<file path="src/rtl/chime_sequencer_pkg.sv">
// chime_sequencer_pkg
//   Shared constants for the hourly chime sequencer and its helpers:
//   FSM state encoding and the BCD minute/second patterns that mark
//   the hour and half-hour boundaries.
package chime_sequencer_pkg;

  typedef enum logic [1:0] {
    IDLE = 2'd0,
    BEEP = 2'd1,
    GAP  = 2'd2
  } state_e;

  localparam logic [15:0] BCD_ZERO_MS  = 16'h0000;
  localparam logic [15:0] BCD_HALF_MS  = 16'h3000;
  localparam logic [7:0]  BCD_HOUR_MAX = 8'h23;

endpackage

</file>
<file path="src/rtl/chime_sequencer_bcd_hour_to_count.sv">
// bcd_hour_to_count
//   Combinational conversion of a 24-hour BCD hour into the number of
//   beeps shown on a 12-hour dial (00 -> 12, 13..23 -> 1..11).
//   Ports:
//     hour_bcd - in,  8 : BCD hour, 00..23
//     count    - out, 4 : 12-hour value 1..12 (0 when invalid)
//     valid    - out, 1 : both nibbles are decimal and hour <= 23
module bcd_hour_to_count
  import chime_sequencer_pkg::*;
(
  input  logic [7:0] hour_bcd,
  output logic [3:0] count,
  output logic       valid
);

  logic [7:0] hour_bin;
  logic [3:0] hour_minus12;

  always_comb begin
    hour_bin     = {4'd0, hour_bcd[7:4]} * 8'd10 + {4'd0, hour_bcd[3:0]};
    // Only reached for 13..23, where the low nibble minus 12 (mod 16) is exact.
    hour_minus12 = hour_bin[3:0] - 4'd12;
    valid        = (hour_bcd[7:4] <= 4'd9) && (hour_bcd[3:0] <= 4'd9) &&
                   (hour_bcd <= BCD_HOUR_MAX);
    count        = 4'd0;
    if (valid) begin
      if (hour_bin == 8'd0) begin
        count = 4'd12;
      end else if (hour_bin <= 8'd12) begin
        count = hour_bin[3:0];
      end else begin
        count = hour_minus12;
      end
    end
  end

endmodule

</file>
<file path="src/rtl/chime_sequencer.sv">
// chime_sequencer
//   Hourly chime: at hh:00:00 sounds one 1 s beep per 12-hour dial hour,
//   each beep followed by a 1 s gap (none after the last). Optional
//   single beep at hh:30:00 when CHIME_HALFHOUR_EN is defined.
//   Ports:
//     CP         - in,  1  : system clock, rising edge
//     CR         - in,  1  : async active-high reset
//     sec_tick   - in,  1  : one-cycle strobe per second
//     toll       - in,  1  : chime enable; low aborts/blocks
//     stop       - in,  1  : user silence request (level)
//     c500       - in,  1  : 500 Hz tone
//     hms        - in,  24 : BCD hh:mm:ss
//     bell       - out, 1  : buzzer drive (tone gated by BEEP)
//     busy       - out, 1  : sequence in progress
//     beeps_left - out, 4  : beeps not yet completed, incl. current
//
//   state | meaning
//   IDLE  | waiting for an hour (or half-hour) boundary
//   BEEP  | tone on for one second
//   GAP   | tone off for one second between beeps
module chime_sequencer
  import chime_sequencer_pkg::*;
(
  input  logic        CP,
  input  logic        CR,
  input  logic        sec_tick,
  input  logic        toll,
  input  logic        stop,
  input  logic        c500,
  input  logic [23:0] hms,
  output logic        bell,
  output logic        busy,
  output logic [3:0]  beeps_left
);

  state_e     state_q, state_d;
  logic [3:0] beeps_left_q, beeps_left_d;
  logic       busy_q, busy_d;

  logic [3:0] hour_count;
  logic       hour_valid;
  logic       gate_ok;
  logic       abort;

  bcd_hour_to_count u_hour (
    .hour_bcd (hms[23:16]),
    .count    (hour_count),
    .valid    (hour_valid)
  );

  always_comb begin
    state_d      = state_q;
    beeps_left_d = beeps_left_q;
    gate_ok      = sec_tick && toll && !stop && hour_valid;
    abort        = !toll || stop;

    unique case (state_q)
      IDLE: begin
        if (gate_ok && (hms[15:0] == BCD_ZERO_MS)) begin
          state_d      = BEEP;
          beeps_left_d = hour_count;
        end
`ifdef CHIME_HALFHOUR_EN
        else if (gate_ok && (hms[15:0] == BCD_HALF_MS)) begin
          state_d      = BEEP;
          beeps_left_d = 4'd1;
        end
`endif
      end
      BEEP: begin
        if (abort) begin
          state_d      = IDLE;
          beeps_left_d = 4'd0;
        end else if (sec_tick) begin
          if (beeps_left_q == 4'd1) begin
            state_d      = IDLE;
            beeps_left_d = 4'd0;
          end else begin
            state_d      = GAP;
            beeps_left_d = beeps_left_q - 4'd1;
          end
        end
      end
      GAP: begin
        if (abort) begin
          state_d      = IDLE;
          beeps_left_d = 4'd0;
        end else if (sec_tick) begin
          state_d = BEEP;
        end
      end
      default: begin
        state_d      = IDLE;
        beeps_left_d = 4'd0;
      end
    endcase

    busy_d = (state_d != IDLE);
  end

  always_ff @(posedge CP or posedge CR) begin
    if (CR) begin
      state_q      <= IDLE;
      beeps_left_q <= 4'd0;
      busy_q       <= 1'b0;
    end else begin
      state_q      <= state_d;
      beeps_left_q <= beeps_left_d;
      busy_q       <= busy_d;
    end
  end

  // State is registered and CR clears it asynchronously, so bell drops
  // as soon as CR rises and never glitches on state changes.
  assign bell       = c500 & (state_q == BEEP);
  assign busy       = busy_q;
  assign beeps_left = beeps_left_q;

endmodule
</file>
<file path="config.mk">
export PLATFORM = sky130hd
export DESIGN_NAME = chime_sequencer
export DESIGN_NICKNAME = d
export VERILOG_FILES = /design/src/rtl/chime_sequencer_pkg.sv /design/src/rtl/chime_sequencer_bcd_hour_to_count.sv /design/src/rtl/chime_sequencer.sv
export SDC_FILE = /design/constraint.sdc
export NUM_CORES = 1
export LEC_CHECK = 0
export ABC_AREA = 1
export ABC_CLOCK_PERIOD_IN_PS = 1700
export BUFFER_PORTS_ARGS = -buffer_cell sky130_fd_sc_hd__buf_2
export CAP_MARGIN = 15
export CORE_AREA = 2 2 48 50
export DETAILED_ROUTE_END_ITERATION = 8
export DIE_AREA = 0 0 50 52
export PLACE_DENSITY_LB_ADDON = 0.15
export SETUP_SLACK_MARGIN = 0.05
export SLEW_MARGIN = 10
export SYNTH_ARGS = -nofsm -noshare
export SYNTH_HDL_FRONTEND = slang
export SYNTH_SLANG_ARGS = --single-unit
</file>
<file path="constraint.sdc">
create_clock -name CP -period 1.7 [get_ports CP]
set_input_delay 0.085 -clock CP [delete_from_list [all_inputs] [get_ports CP]]
set_output_delay 0.085 -clock CP [all_outputs]
set_load 0.02 [all_outputs]
</file>
==> results.json, run 1 <==
{
  "pre_cts_ws_ns": -0.4409,
  "yosysTopAreaCell": "dfrtp_1",
  "mostFrequentLayoutCell": "buf_2",
  "finClkSkew_ns": 0.001729,
  "rsz0062_at_grt": "yes",
  "timing.rr.end": "beeps_left[1]",
  "relSlewSlack": 0.8035,
  "synth_mux_area_frac": 0,
  "hpwl_um": 1899,
  "ys_ff_latch": 7,
  "cp-start-kind": "primary input",
  "wl_um": 2097,
  "area_delta_synth_final_pct": 38.71,
  "drv_slew": 0,
  "die_area_um2": 2600,
  "synth_seq_area_share": 0.1882,
  "drtAntennaViolNets": 0,
  "maxCapViolations": 0,
  "drcViolationCount": 0,
  "violations": "setup timing",
  "h-tree-depth": 1,
  "p_leak_uw": 0.0006840,
  "status": "finished with violations",
  "ff_latch_area_um2": 175.2,
  "yosysUniqueCellTypes": 24,
  "nets": 234,
  "cp_data_required_time_ns": 1.85,
  "vias": 1043,
  "worst_r2r_path_depth": 9,
  "synth_top_family_by_area": "simple AND/OR/NAND/NOR gates",
  "diodes": 0,
  "synth-simple-area-share": 0.4059,
  "synth_adder_area_share": 0.1909,
  "min_from": "sec_tick",
  "cts_buffers": 3,
  "synthesis.area_um2": 930.9,
  "hold_depth": 2,
  "hold_ws_ns": 0.06438,
  "reg2reg_from": "state_q[1]",
  "num_io_pins": 36,
  "period_minus_slack_ns": 1.765,
  "netlist_top_cells_area": "dfrtp_1, ha_1, nand2_1, nor2_1, inv_1",
  "gp_congestion": 0.8043,
  "ys_warn_count": 0,
  "drive_gt1_frac": 0.3474,
  "cp_max_fo": 4,
  "antenna_found_initial": 0,
  "clk_pin_slew_worst_paths_ns": 0.05,
  "synth_compound_area_frac": 0.08468,
  "coreArea_um2": 2106,
  "fmax_mhz": 566.6,
  "fill_cells": 191,
  "tns_ns": -0.1258,
  "die_h_um": 52,
  "initialDrtViolationCount": 6,
  "wl_per_cell_um": 9.619,
  "fin_ws_ns": -0.06501,
  "vdd.ir_drop.worst_uv": 355.8,
  "synth_xor_area_frac": 0.03763,
  "grt_remaining_overflow": 0,
  "multiInputGateArea_um2": 714.4,
  "crit_arrival_ns": 1.91,
  "insertion_delay_ns": 0.26,
  "cts_root_buf": "clkbuf_4",
  "final_util": 0.6132,
  "hold_class": "primary input to register",
  "grt_pass1_wl_um": 3946,
  "synth_fp_nets": 186,
  "worst_setup_path_end_kind": "register",
  "cts_setup_buffers": 0,
  "routed_via_density": 4.784,
  "r2r_slack_ns": 0.34,
  "post-route-period-util": 1.038,
  "final_cell_mix": "buf_2, nand2_1, nor2_1",
  "start_util": 0.4421,
  "syn_inst": 143,
  "cts_tree": "yes",
  "hold_viol": 0,
  "crit_type": "primary input to register",
  "setup_violations": 2,
  "holdPathEnd": "state_q[1]",
  "grt_pass1_vias": 1037,
  "worst_pin_slew_ns": 0.2925,
  "portBuffers": 35,
  "synth.avg_cell_area_um2": 6.510,
  "clkSinkCount": 7,
  "core.rowCount": 17,
  "synth_top_area_frac": 0.1882,
  "die_w_um": 50,
  "track_usage": 0.1903,
  "clockBufferDepth": 2,
  "dr.pass1.iters": 4,
  "p_per_area_nw_per_um2": 591.2,
  "grt_start_max_net_pins": 8
}
-- worst max path at each step --
stage | start | cells past startpoint | end | slack, ns
finish | hms[23] | 15 | beeps_left[2] | -0.07
detailed placement | hms[21] | 15 | beeps_left[2] | -0.44
CTS | hms[23] | 15 | beeps_left[2] | -0.07
floorplan | hms[21] | 14 | beeps_left[2] | -0.19
global route | hms[23] | 15 | beeps_left[2] | -0.19
global placement | hms[21] | 15 | beeps_left[3] | -0.37
-- stage by stage --
| step | instances | cell area [µm²] | power [µW] |
|---|---|---|---|
| floorplan | 143 | 963.4 | 472.4 |
| global placement | 213 | 1226 | 584.8 |
| detailed placement | 213 | 1226 | 598.1 |
| CTS | 218 | 1275 | 759.8 |
| global route | 218 | 1291 | 825.7 |
| finish | 218 | 1291 | 763.4 |
-- flip-flops by register name, summed over array words and instances, names as in the netlist --
name,flops
beeps_left,4
state_q,2
busy,1
-- synthesized netlist by cell type (all sizes together) --
| cell | count |
|---|---|
| clkinv | 1 |
| nand2 | 36 |
| a21oi | 8 |
| inv | 22 |
| nor4 | 3 |
| fa | 2 |
| nand4 | 3 |
| nor3 | 3 |
| xnor2 | 3 |
| o221ai | 1 |
| ha | 11 |
| nand3b | 1 |
| nor2 | 25 |
| xor2 | 1 |
| o22ai | 2 |
| o21ai | 2 |
| nand3 | 11 |
| or2 | 1 |
| dfrtp | 7 |
-- cell type report --
cell class,count,share of cell area
Inverter,23,0.06686
Sequential cell,7,0.1357
Timing Repair Buffer,43,0.1967
Clock buffer,4,0.02035
Tap cell,28,0.02713
Multi-Input combinational cell,113,0.5533
-- power by group --
part           switching, µW  internal (µW)  total (µW)
registers               20.8            187         208
clock network           66.1           89.9         156
logic                    222            177         399
-- cells by family after synthesis --
group	count (synthesis)
and+or+nand+nor	83
xor gates and xnor gates	4
AOI/OAI and AO/OA	13
adders and majority gates	13
DFF	7
buffers and inverters	23
-- timing repair --
action	in CTS	in global routing
pin swaps	16	2
gates resized for setup	3	5
endpoints found under the hold margin	7	0
endpoints found under the setup margin	2	2
hold buffers	1	0
-- metal layers --
metal	track usage	up-vias	routed length, µm
met4	0.06944	0	29
met3	0.01724	3	60
met1	0.1905	466	806
met5	0	-	0
li1	-	559	-
met2	0.3969	15	1200
-- critical path, cell delays in order --
cell,delay [ns]
buf_8,0.10
ha_4,0.23
ha_4,0.16
fa_1,0.51
nand2_2,0.07
inv_2,0.08
nand2_4,0.06
nand2_2,0.06
nand3_2,0.07
nor2_4,0.14
nand3_2,0.09
nand2_1,0.06
nand3_1,0.06
nand2_1,0.07
a21oi_2,0.05
No activity file was read; power rests on OpenSTA's default activity.
==> run 2, diff against run 1 <==
- SKIP_LAST_GASP: default -> 1
==> results.json, run 2 (same netlist as run 1, synthesis figures left out) <==
{
  "status": "finished with violations",
  "violations": "setup timing",
  "cts_tree": "yes",
  "core.rowCount": 17,
  "initialDrtViolationCount": 6,
  "dpl_cell_area_um2": 1226,
  "start_util": 0.4421,
  "relSlewSlack": 0.8035,
  "drive_gt1_frac": 0.3474,
  "postLayoutCellArea_um2": 1287,
  "routed_via_density": 4.784,
  "maxCapViolations": 0,
  "cp-start-kind": "primary input",
  "diodes": 0,
  "die_area_um2": 2600,
  "grt_pass1_vias": 1037,
  "vdd.ir_drop.worst_uv": 355.8,
  "area_delta_synth_final_pct": 38.31,
  "post-route-period-util": 1.038,
  "worst_r2r_path_depth": 9,
  "crit_arrival_ns": 1.91,
  "gp_congestion": 0.8043,
  "grt_remaining_overflow": 0,
  "cp_max_fo": 4,
  "hpwl_um": 1899,
  "die_w_um": 50,
  "worst_pin_slew_ns": 0.2925,
  "worst_setup_path_end_kind": "register",
  "wl_um": 2095,
  "p_leak_uw": 0.0006827,
  "drtAntennaViolNets": 0,
  "worstSetupEndpoint": "beeps_left[2]",
  "clkSinkCount": 7,
  "mostFrequentLayoutCell": "buf_2",
  "crit_type": "primary input to register",
  "num_io_pins": 36,
  "rsz0062_at_grt": "yes",
  "total_power_uw": 762.5,
  "crit_path_start": "hms[23]",
  "h-tree-depth": 1,
  "reg2reg_from": "state_q[1]",
  "nets": 234,
  "track_usage": 0.1903,
  "antenna_found_initial": 0,
  "portBuffers": 35,
  "grt_start_max_net_pins": 8,
  "cts_setup_buffers": 0,
  "wl_per_cell_um": 9.610,
  "r2r_slack_ns": 0.34,
  "timing.rr.end": "beeps_left[1]",
  "p_per_area_nw_per_um2": 592.2,
  "min_from": "sec_tick",
  "setup_violations": 2,
  "cts_buffers": 3,
  "fin_ws_ns": -0.06435,
  "vias": 1043,
  "die_h_um": 52,
  "clockBufferDepth": 2,
  "drcViolationCount": 0,
  "finClkSkew_ns": 0.001729,
  "coreArea_um2": 2106,
  "fill_cells": 191,
  "final_cell_mix": "buf_2, nand2_1, nor2_1",
  "drv_slew": 0,
  "dr.pass1.iters": 4,
  "largest_reg_flops": 4,
  "hold_class": "primary input to register",
  "insertion_delay_ns": 0.26,
  "clk_pin_slew_worst_paths_ns": 0.05,
  "final_util": 0.6114,
  "hold_viol": 0,
  "cp_data_required_time_ns": 1.85,
  "grt_pass1_wl_um": 3946,
  "period_minus_slack_ns": 1.764,
  "cts_root_buf": "clkbuf_4",
  "fmax_mhz": 566.8
}
==> run 2: final cells by class <==
type / count / area (µm²) / area share
well taps: 28 / 35.03 / 0.02721
multi-input cells: 113 / 714.4 / 0.5549
repair buffers: 43 / 250.2 / 0.1944
flip-flops and latches: 7 / 175.2 / 0.1361
clock buffers: 4 / 26.28 / 0.02041
inverters: 23 / 86.33 / 0.06706
==> run 2: worst min path at each step <==
| stage | endpoint | slack, ns | cells after the start |
|---|---|---|---|
| 2_1_floorplan | beeps_left[0] | -0.11 | 1 |
| 6_report | state_q[1] | 0.06 | 2 |
| 3_3_place_gp | beeps_left[3] | 0.01 | 2 |
| 5_1_grt | state_q[1] | 0.11 | 2 |
| 3_5_place_dp | beeps_left[1] | 0.02 | 2 |
| 4_1_cts | state_q[1] | 0.06 | 2 |
==> run 2: worst max-delay path, cell delays in order <==
cell and delay [ns]:
buf_6 0.10, ha_4 0.23, ha_4 0.16, fa_1 0.51, nand2_2 0.07, inv_2 0.08
nand2_4 0.06, nand2_2 0.06, nand3_2 0.07, nor2_4 0.14, nand3_2 0.09, nand2_1 0.06
nand3_1 0.06, nand2_1 0.07, a21oi_2 0.05
==> run 2: where the power goes <==
part	switching (µW)	internal, µW	total [µW]
Clock	66.1	89.9	156
Combinational	222	176	398
Sequential	20.8	187	208
==> run 2: stage by stage <==
stage	std cells	setup TNS (ns)	setup slack [ns]	hold slack, ns
6_report	218	-0.1245	-0.06435	0.06438
5_1_grt	218	-0.3701	-0.1879	0.1095
4_1_cts	218	-0.1306	-0.07028	0.06127
3_5_place_dp	213	-0.8809	-0.4409	0.02406
3_3_place_gp	213	-0.7415	-0.3716	0.01473
2_1_floorplan	143	-0.3849	-0.1925	-0.1116
==> run 2: what timing repair did <==
action,4_1_cts,5_1_grt
cloned,0,0
setup endpoints to repair,2,2
hold endpoints to repair,7,0
pin swaps,16,2
hold buffers,1,0
gates resized for setup,3,4
==> run 2: metal layers <==
metal,vias up,global-route usage,share of wire
li1,559,-,-
met1,466,0.1905,0.38
met2,15,0.3969,0.57
met3,3,0.01724,0.029
met4,0,0.06944,0.014
met5,-,0,0
